File: src/rtl/game_i2c_pkg.sv
// Shared types for the game-side I2C event path:
// command codes, event classes, scheduler states and the frame bundle.
package game_i2c_pkg;

  localparam logic [7:0] CMD_UP_P1   = 8'h01;
  localparam logic [7:0] CMD_DOWN_P1 = 8'h02;
  localparam logic [7:0] CMD_UP_P2   = 8'h03;
  localparam logic [7:0] CMD_DOWN_P2 = 8'h04;
  localparam logic [7:0] CMD_SHOW    = 8'h10;
  localparam logic [7:0] CMD_FINAL   = 8'h20;
  localparam logic [7:0] CMD_RESTART = 8'h7F;

  // Event classes, index 0 is the highest priority
  localparam int EV_RESTART = 0;
  localparam int EV_FINAL   = 1;
  localparam int EV_SHOW    = 2;
  localparam int EV_UP_P1   = 3;
  localparam int EV_DOWN_P1 = 4;
  localparam int EV_UP_P2   = 5;
  localparam int EV_DOWN_P2 = 6;
  localparam int NUM_EV     = 7;

  typedef enum logic [2:0] {
    IDLE,
    ISSUE,
    WAIT,
    GAP,
    REISSUE
  } state_e;

  typedef struct packed {
    logic [7:0] cmd;
    logic [7:0] data;
  } frame_t;

  function automatic frame_t mk_frame(
    input logic [7:0] cmd,
    input logic [7:0] data
  );
    frame_t f;
    f.cmd  = cmd;
    f.data = data;
    return f;
  endfunction

endpackage

File: src/rtl/i2c_evt_fifo.sv
// Synchronous frame FIFO with flush; flush+push leaves exactly the pushed frame.
// Ports: clk, rst_n, push/push_frame, pop, flush, head, full, empty, level.
module i2c_evt_fifo
  import game_i2c_pkg::*;
#(
  parameter int DEPTH = 8
) (
  input  logic                     clk,
  input  logic                     rst_n,
  input  logic                     push,
  input  frame_t                   push_frame,
  input  logic                     pop,
  input  logic                     flush,
  output frame_t                   head,
  output logic                     full,
  output logic                     empty,
  output logic [$clog2(DEPTH):0]   level
);

  localparam int AW = $clog2(DEPTH);

  frame_t          mem_q [DEPTH];
  logic [AW:0]     wr_q, wr_d;
  logic [AW:0]     rd_q, rd_d;
  logic            we;
  logic [AW-1:0]   waddr;

  assign level = wr_q - rd_q;
  assign empty = (wr_q == rd_q);
  assign full  = (level == (AW+1)'(DEPTH));
  assign head  = mem_q[rd_q[AW-1:0]];

  always_comb begin
    wr_d  = wr_q;
    rd_d  = rd_q;
    we    = 1'b0;
    waddr = wr_q[AW-1:0];
    if (flush) begin
      rd_d  = '0;
      wr_d  = push ? (AW+1)'(1) : '0;
      we    = push;
      waddr = '0;
    end else begin
      if (push && !full) begin
        we   = 1'b1;
        wr_d = wr_q + 1'b1;
      end
      if (pop && !empty) begin
        rd_d = rd_q + 1'b1;
      end
    end
  end

  always_ff @(posedge clk or negedge rst_n) begin
    if (!rst_n) begin
      wr_q <= '0;
      rd_q <= '0;
      for (int i = 0; i < DEPTH; i++) begin
        mem_q[i] <= '0;
      end
    end else begin
      wr_q <= wr_d;
      rd_q <= rd_d;
      if (we) begin
        mem_q[waddr] <= push_frame;
      end
    end
  end

endmodule

File: src/rtl/i2c_event_scheduler.sv
// Turns game-event pulses into queued 2-byte I2C frames with retry/drop.
// Ports: event pulses+payloads in, oReq/oCmd/oData/iAck/iDone/iNack to master, status out.
module i2c_event_scheduler
  import game_i2c_pkg::*;
#(
  parameter int FIFO_DEPTH  = 8,
  parameter int MAX_RETRY   = 2,
  parameter int GAP_CYC     = 1000,
  parameter int TIMEOUT_CYC = 100000
) (
  input  logic                          iClk,
  input  logic                          iRst_n,
  input  logic                          iShow,
  input  logic                          iFinal,
  input  logic                          iRestart,
  input  logic [1:0]                    iWin,
  input  logic [1:0]                    iResult,
  input  logic                          iUp_P1,
  input  logic                          iDown_P1,
  input  logic                          iUp_P2,
  input  logic                          iDown_P2,
  output logic                          oReq,
  output logic [7:0]                    oCmd,
  output logic [7:0]                    oData,
  input  logic                          iAck,
  input  logic                          iDone,
  input  logic                          iNack,
  output logic                          oDrop,
  output logic                          oOverflow,
  output logic [$clog2(FIFO_DEPTH):0]   oLevel,
  output logic                          oIdle
);

  localparam int LW  = $clog2(FIFO_DEPTH) + 1;
  localparam int TW  = $clog2(TIMEOUT_CYC + 1);
  localparam int GW  = $clog2(GAP_CYC + 1);
  localparam int RW0 = $clog2(MAX_RETRY + 1);
  localparam int RW  = (RW0 < 1) ? 1 : RW0;

  // ---------------- pending stage ----------------
  logic [NUM_EV-1:0] pend_q, pend_d;
  logic [NUM_EV-1:0] pulse, grant;
  logic [1:0]        win_q, win_d;
  logic [1:0]        res_q, res_d;
  logic              ovf_q, ovf_d;
  logic [2:0]        sel;
  logic              push, flush, pop;
  frame_t            push_frame, head;
  logic              full, empty;
  logic [LW-1:0]     level;

  assign pulse = {iDown_P2, iUp_P2, iDown_P1,
                  iUp_P1, iShow, iFinal, iRestart};

  always_comb begin
    sel = 3'd0;
    for (int i = NUM_EV - 1; i >= 0; i--) begin
      if (pend_q[i]) sel = 3'(i);
    end
  end

  // A pending RESTART always goes: its flush makes room for itself
  assign push  = |pend_q & (pend_q[EV_RESTART] | ~full);
  assign flush = pend_q[EV_RESTART];

  always_comb begin
    grant = '0;
    if (push) grant[sel] = 1'b1;
  end

  always_comb begin
    push_frame = mk_frame(CMD_RESTART, 8'h00);
    unique case (sel)
      3'(EV_FINAL):   push_frame = mk_frame(CMD_FINAL, {6'b0, res_q});
      3'(EV_SHOW):    push_frame = mk_frame(CMD_SHOW, {6'b0, win_q});
      3'(EV_UP_P1):   push_frame = mk_frame(CMD_UP_P1, 8'h00);
      3'(EV_DOWN_P1): push_frame = mk_frame(CMD_DOWN_P1, 8'h00);
      3'(EV_UP_P2):   push_frame = mk_frame(CMD_UP_P2, 8'h00);
      3'(EV_DOWN_P2): push_frame = mk_frame(CMD_DOWN_P2, 8'h00);
      default:        push_frame = mk_frame(CMD_RESTART, 8'h00);
    endcase
  end

  always_comb begin
    pend_d = (pend_q & ~grant) | (pulse & ~pend_q);
    ovf_d  = ovf_q | |(pulse & pend_q);
    win_d  = (iShow & ~pend_q[EV_SHOW]) ? iWin : win_q;
    res_d  = (iFinal & ~pend_q[EV_FINAL]) ? iResult : res_q;
    if (iRestart) begin
      // restart discards everything else arriving or waiting
      pend_d = '0;
      pend_d[EV_RESTART] = 1'b1;
      ovf_d  = 1'b0;
      win_d  = win_q;
      res_d  = res_q;
    end
  end

  i2c_evt_fifo #(
    .DEPTH (FIFO_DEPTH)
  ) u_fifo (
    .clk        (iClk),
    .rst_n      (iRst_n),
    .push       (push),
    .push_frame (push_frame),
    .pop        (pop),
    .flush      (flush),
    .head       (head),
    .full       (full),
    .empty      (empty),
    .level      (level)
  );

  // ---------------- issue FSM ----------------
  state_e        state_q, state_d;
  logic          req_q, req_d;
  logic [7:0]    cmd_q, cmd_d;
  logic [7:0]    data_q, data_d;
  logic          drop_q, drop_d;
  frame_t        fly_q, fly_d;
  logic [RW-1:0] retry_q, retry_d;
  logic [TW-1:0] tmo_q, tmo_d;
  logic [GW-1:0] gap_q, gap_d;
  // presented head still in the FIFO (a flush during ISSUE removes it)
  logic          live_q, live_d;
  logic          fail;

  assign fail = (iDone & iNack) | (tmo_q == TW'(TIMEOUT_CYC));

  always_comb begin
    state_d = state_q;
    req_d   = req_q;
    cmd_d   = cmd_q;
    data_d  = data_q;
    drop_d  = 1'b0;
    fly_d   = fly_q;
    retry_d = retry_q;
    tmo_d   = tmo_q;
    gap_d   = gap_q;
    live_d  = live_q;
    pop     = 1'b0;
    unique case (state_q)
      IDLE: begin
        if (!empty) begin
          state_d = ISSUE;
          req_d   = 1'b1;
          cmd_d   = head.cmd;
          data_d  = head.data;
          live_d  = 1'b1;
        end
      end
      ISSUE: begin
        if (flush) live_d = 1'b0;
        if (iAck) begin
          pop     = live_q;
          fly_d   = mk_frame(cmd_q, data_q);
          retry_d = '0;
          tmo_d   = '0;
          req_d   = 1'b0;
          state_d = WAIT;
        end
      end
      WAIT: begin
        if (iDone && !iNack) begin
          state_d = IDLE;
        end else if (fail) begin
          if (retry_q < RW'(MAX_RETRY)) begin
            retry_d = retry_q + 1'b1;
            gap_d   = '0;
            state_d = GAP;
          end else begin
            drop_d  = 1'b1;
            state_d = IDLE;
          end
        end else begin
          tmo_d = tmo_q + 1'b1;
        end
      end
      GAP: begin
        if (gap_q == GW'(GAP_CYC - 1)) begin
          state_d = REISSUE;
          req_d   = 1'b1;
          cmd_d   = fly_q.cmd;
          data_d  = fly_q.data;
        end else begin
          gap_d = gap_q + 1'b1;
        end
      end
      REISSUE: begin
        if (iAck) begin
          req_d   = 1'b0;
          tmo_d   = '0;
          state_d = WAIT;
        end
      end
      default: state_d = IDLE;
    endcase
  end

  always_ff @(posedge iClk or negedge iRst_n) begin
    if (!iRst_n) begin
      pend_q  <= '0;
      win_q   <= '0;
      res_q   <= '0;
      ovf_q   <= 1'b0;
      state_q <= IDLE;
      req_q   <= 1'b0;
      cmd_q   <= '0;
      data_q  <= '0;
      drop_q  <= 1'b0;
      fly_q   <= '0;
      retry_q <= '0;
      tmo_q   <= '0;
      gap_q   <= '0;
      live_q  <= 1'b0;
    end else begin
      pend_q  <= pend_d;
      win_q   <= win_d;
      res_q   <= res_d;
      ovf_q   <= ovf_d;
      state_q <= state_d;
      req_q   <= req_d;
      cmd_q   <= cmd_d;
      data_q  <= data_d;
      drop_q  <= drop_d;
      fly_q   <= fly_d;
      retry_q <= retry_d;
      tmo_q   <= tmo_d;
      gap_q   <= gap_d;
      live_q  <= live_d;
    end
  end

  assign oReq      = req_q;
  assign oCmd      = cmd_q;
  assign oData     = data_q;
  assign oDrop     = drop_q;
  assign oOverflow = ovf_q;
  assign oLevel    = level;
  assign oIdle     = (state_q == IDLE) & empty & ~|pend_q;

endmodule

File: config.mk
export PLATFORM = sky130hd
export DESIGN_NAME = i2c_event_scheduler
export DESIGN_NICKNAME = d
export VERILOG_FILES = /design/src/rtl/game_i2c_pkg.sv /design/src/rtl/i2c_evt_fifo.sv /design/src/rtl/i2c_event_scheduler.sv
export SDC_FILE = /design/constraint.sdc
export NUM_CORES = 1
export LEC_CHECK = 0
export CAP_MARGIN = 0
export CELL_PAD_IN_SITES_DETAIL_PLACEMENT = 1
export CELL_PAD_IN_SITES_GLOBAL_PLACEMENT = 2
export CORE_UTILIZATION = 36
export DETAILED_ROUTE_END_ITERATION = 7
export GPL_ROUTABILITY_DRIVEN = 0
export MAX_ROUTING_LAYER = met4
export PLACE_DENSITY = 0.84
export SYNTH_ARGS = -nofsm -noshare
export SYNTH_HDL_FRONTEND = slang
export SYNTH_SLANG_ARGS = --single-unit
File: constraint.sdc
create_clock -name iClk -period 3 [get_ports iClk]
set_input_delay 0.9 -clock iClk [delete_from_list [all_inputs] [get_ports iClk]]
set_output_delay 0.9 -clock iClk [all_outputs]
set_load 0.01 [all_outputs]
==> impl_metrics.tcl <==
set metrics [dict create \
    ir_drop_v 0.000445 \
    grt_max_degree 60 \
    crit_arrival_ps 1990 \
    critPathMaxStageDelay_ps 410 \
    grt_pass1_wl_um 31100 \
    rsz0062_at_grt "false" \
    synth.distinct_cells 63 \
    setup_ws_ps 111 \
    worst_setup_path_start_kind "flop" \
    ys_ff_latch 151 \
    synth_area_leaders "dfrtp_1 (52%), mux2_2 (7.0%), mux4_2 (4.9%), o21ai_0 (3.0%), nand2_1 (2.7%)" \
    cp.required_ps 2100 \
    whs_ps 420 \
    n_antenna_cell 0 \
    placed_cells 970 \
    clockRootBuffer "clkbuf_16" \
    drv_slew 0 \
    first_pass_iters 4 \
    clk_pin_slew_ps 60 \
    slowest_stage "dfrtp_1" \
    ioPinCount 40 \
    hold_violations 0 \
    yosys_most_used_dff "dfrtp_1" \
    period_needed_ps 2890 \
    portBuffers 39 \
    gr-usage-all-layers 0.203 \
    setup-tns-final_ps 0 \
    worstPathMaxFanout 3 \
    layout_worst_path_cycle_share 0.963 \
    power_density_mw_per_mm2 867 \
    cp-end-kind "output port" \
    yosysTopAreaCell "dfrtp_1" \
    fp.dieArea_mm2 0.0208 \
    clock_skew_ps 9.72 \
    synth-edff-count 0 \
    start_util 0.371 \
    cts_made_buffers 17 \
    htree_levels 4 \
    drive_gt1_frac 0.206 \
    r2r_cells 10 \
    cap_viol_max_count 0 \
    wl_um 19100 \
    worst_slew_pin_slew_ps 718 \
    clock-sinks 151 \
    placed_area_mm2 0.00813 \
    fin_util 0.449 \
    clockBufferDepth 2 \
    grt_pass1_vias 5950 \
    drc_errors 0 \
    max_slew_margin 0.520 \
    finalSetupViolations 0 \
    netlist_area_mm2 0.00729 \
    antenna_found_initial 0 \
    die_h_um 144 \
    vias_per_cell 5.52 \
    worstReg2RegStart "u_fifo.wr_q[0]" \
    drt_iter0_drc 304 \
    r2r-end "u_fifo.mem_q[61]" \
    hp-class "in2async" \
    vias 5541 \
    seq_area_frac_synth 0.518 \
    status "complete, no violations" \
    power_leakage_nw 3.78 \
    path_cells "ha_4 -> buf_4 -> nand3b_1 -> a21o_1 -> and2_4 -> dlygate4sd2_1" \
    nNetsFinal 751 \
    syn_nets 692 \
    cts_tree "yes" \
    synthArstFlopShare 1.00 \
    yosysWarnings 0 \
    crit_family "buffers and inverters" \
    place_ws_ps -24.1 \
    clock.fmax_ghz 0.346 \
    ant_nets 0 \
    final_area_mm2 0.00882 \
    routedWlPerCell_um 19.0 \
    clk_latency_ps 430 \
    row_count 51 \
    syn_area_per_cell_um2 10.9 \
    cp_num_buf_inv 2 \
    syn_inst 667 \
    holdBufCountCts 0 \
    synth_top_cell_area_share 0.518 \
    syn_to_final_growth_pct 20.9 \
    layout.cells.non_filler 1004 \
    synthTopCellsByCount "dfrtp_1 (151), nand2_1 (53), mux2_2 (45)" \
    path_class "reg2out" \
    power_mw 7.65 \
    ff2ff_setup_slack_ps 270 \
    dp_hpwl_um 13300 \
    fp.coreArea_mm2 0.0197 \
    die_w_um 144 \
    synth.most_common_cell "dfrtp_1" \
    gr-total-overflow 0 \
]
-- flip-flops by register name (all words and copies together) (netlist names) --
signal and count:
win_q 2, state_q 3, oOverflow 1, oDrop 1, u_fifo.rd_q 4, u_fifo.wr_q 4, tmo_q 17, retry_q 2
oReq 1, res_q 2, oCmd 8, live_q 1, pend_q 7, oData 8, fly_q 16, u_fifo.mem_q 64
gap_q 10
-- placed cells by master (no fill, tap or decap), drive strengths merged, types with 3 or more instances in the layout --
master           n
a21o             5
xor2             8
mux2i            3
and4             3
nand2b          10
nor2            44
nor2b            3
o31ai            3
buf             39
o22ai           10
clkbuf          20
mux2            46
o21bai           3
ha               8
and3            15
clkinv           6
or3             12
clkdlybuf4s50   34
dfrtp          151
and2            16
nand3           29
inv             33
o21ai           48
xnor2            8
nor4             5
a32o            14
bufinv           3
nor3b            4
nand2           53
nor3            13
a311oi           4
a22o             3
nand4            9
a21oi           25
mux4            16
-- how the worst max path moves through the flow --
stage,endpoint,startpoint,cells after the start
5_1_grt,oIdle,u_fifo.rd_q[1],6
2_1_floorplan,u_fifo.mem_q[40],u_fifo.rd_q[1],11
3_5_place_dp,oIdle,u_fifo.rd_q[1],6
4_1_cts,oLevel[3],u_fifo.rd_q[2],7
6_report,oLevel[3],u_fifo.wr_q[2],6
3_3_place_gp,oIdle,u_fifo.rd_q[1],6
-- logic make-up after synthesis --
group                      Yosys count  share of synthesized area
muxes                               65                      0.125
and+or+nand+nor                    231                      0.171
buffers and inverters               67                     0.0366
AOI/OAI and AO/OA                  128                      0.114
DFF                                151                      0.518
xor gates and xnor gates            16                     0.0192
adders and majority gates            9                     0.0165
-- metal layers --
layer,part of all wire,track usage,wire (µm)
met3,0.025,0.0358,486
met4,0.022,0.0814,425
met1,0.44,0.243,8440
met5,0,-,0
met2,0.51,0.338,9740
-- power breakdown --
group,internal [mW],switching (mW)
registers,2.61,0.395
clock network,1.34,0.884
logic,1.13,1.29
-- final cells by class --
class | instances | area [µm²]
fillers | 2183 | 10800
flip-flops and latches | 151 | 3780
multi-input cells | 449 | 3310
repair buffers | 76 | 669
clock buffers | 19 | 443
well taps | 265 | 332
clock inverters | 13 | 171
inverters | 31 | 116
-- what timing repair did --
action	CTS	global route
pin swaps	0	1
setup endpoints to repair	4	7
buffers inserted	0	2
gates resized for setup	10	7
No activity file was read; power rests on OpenSTA's default activity.
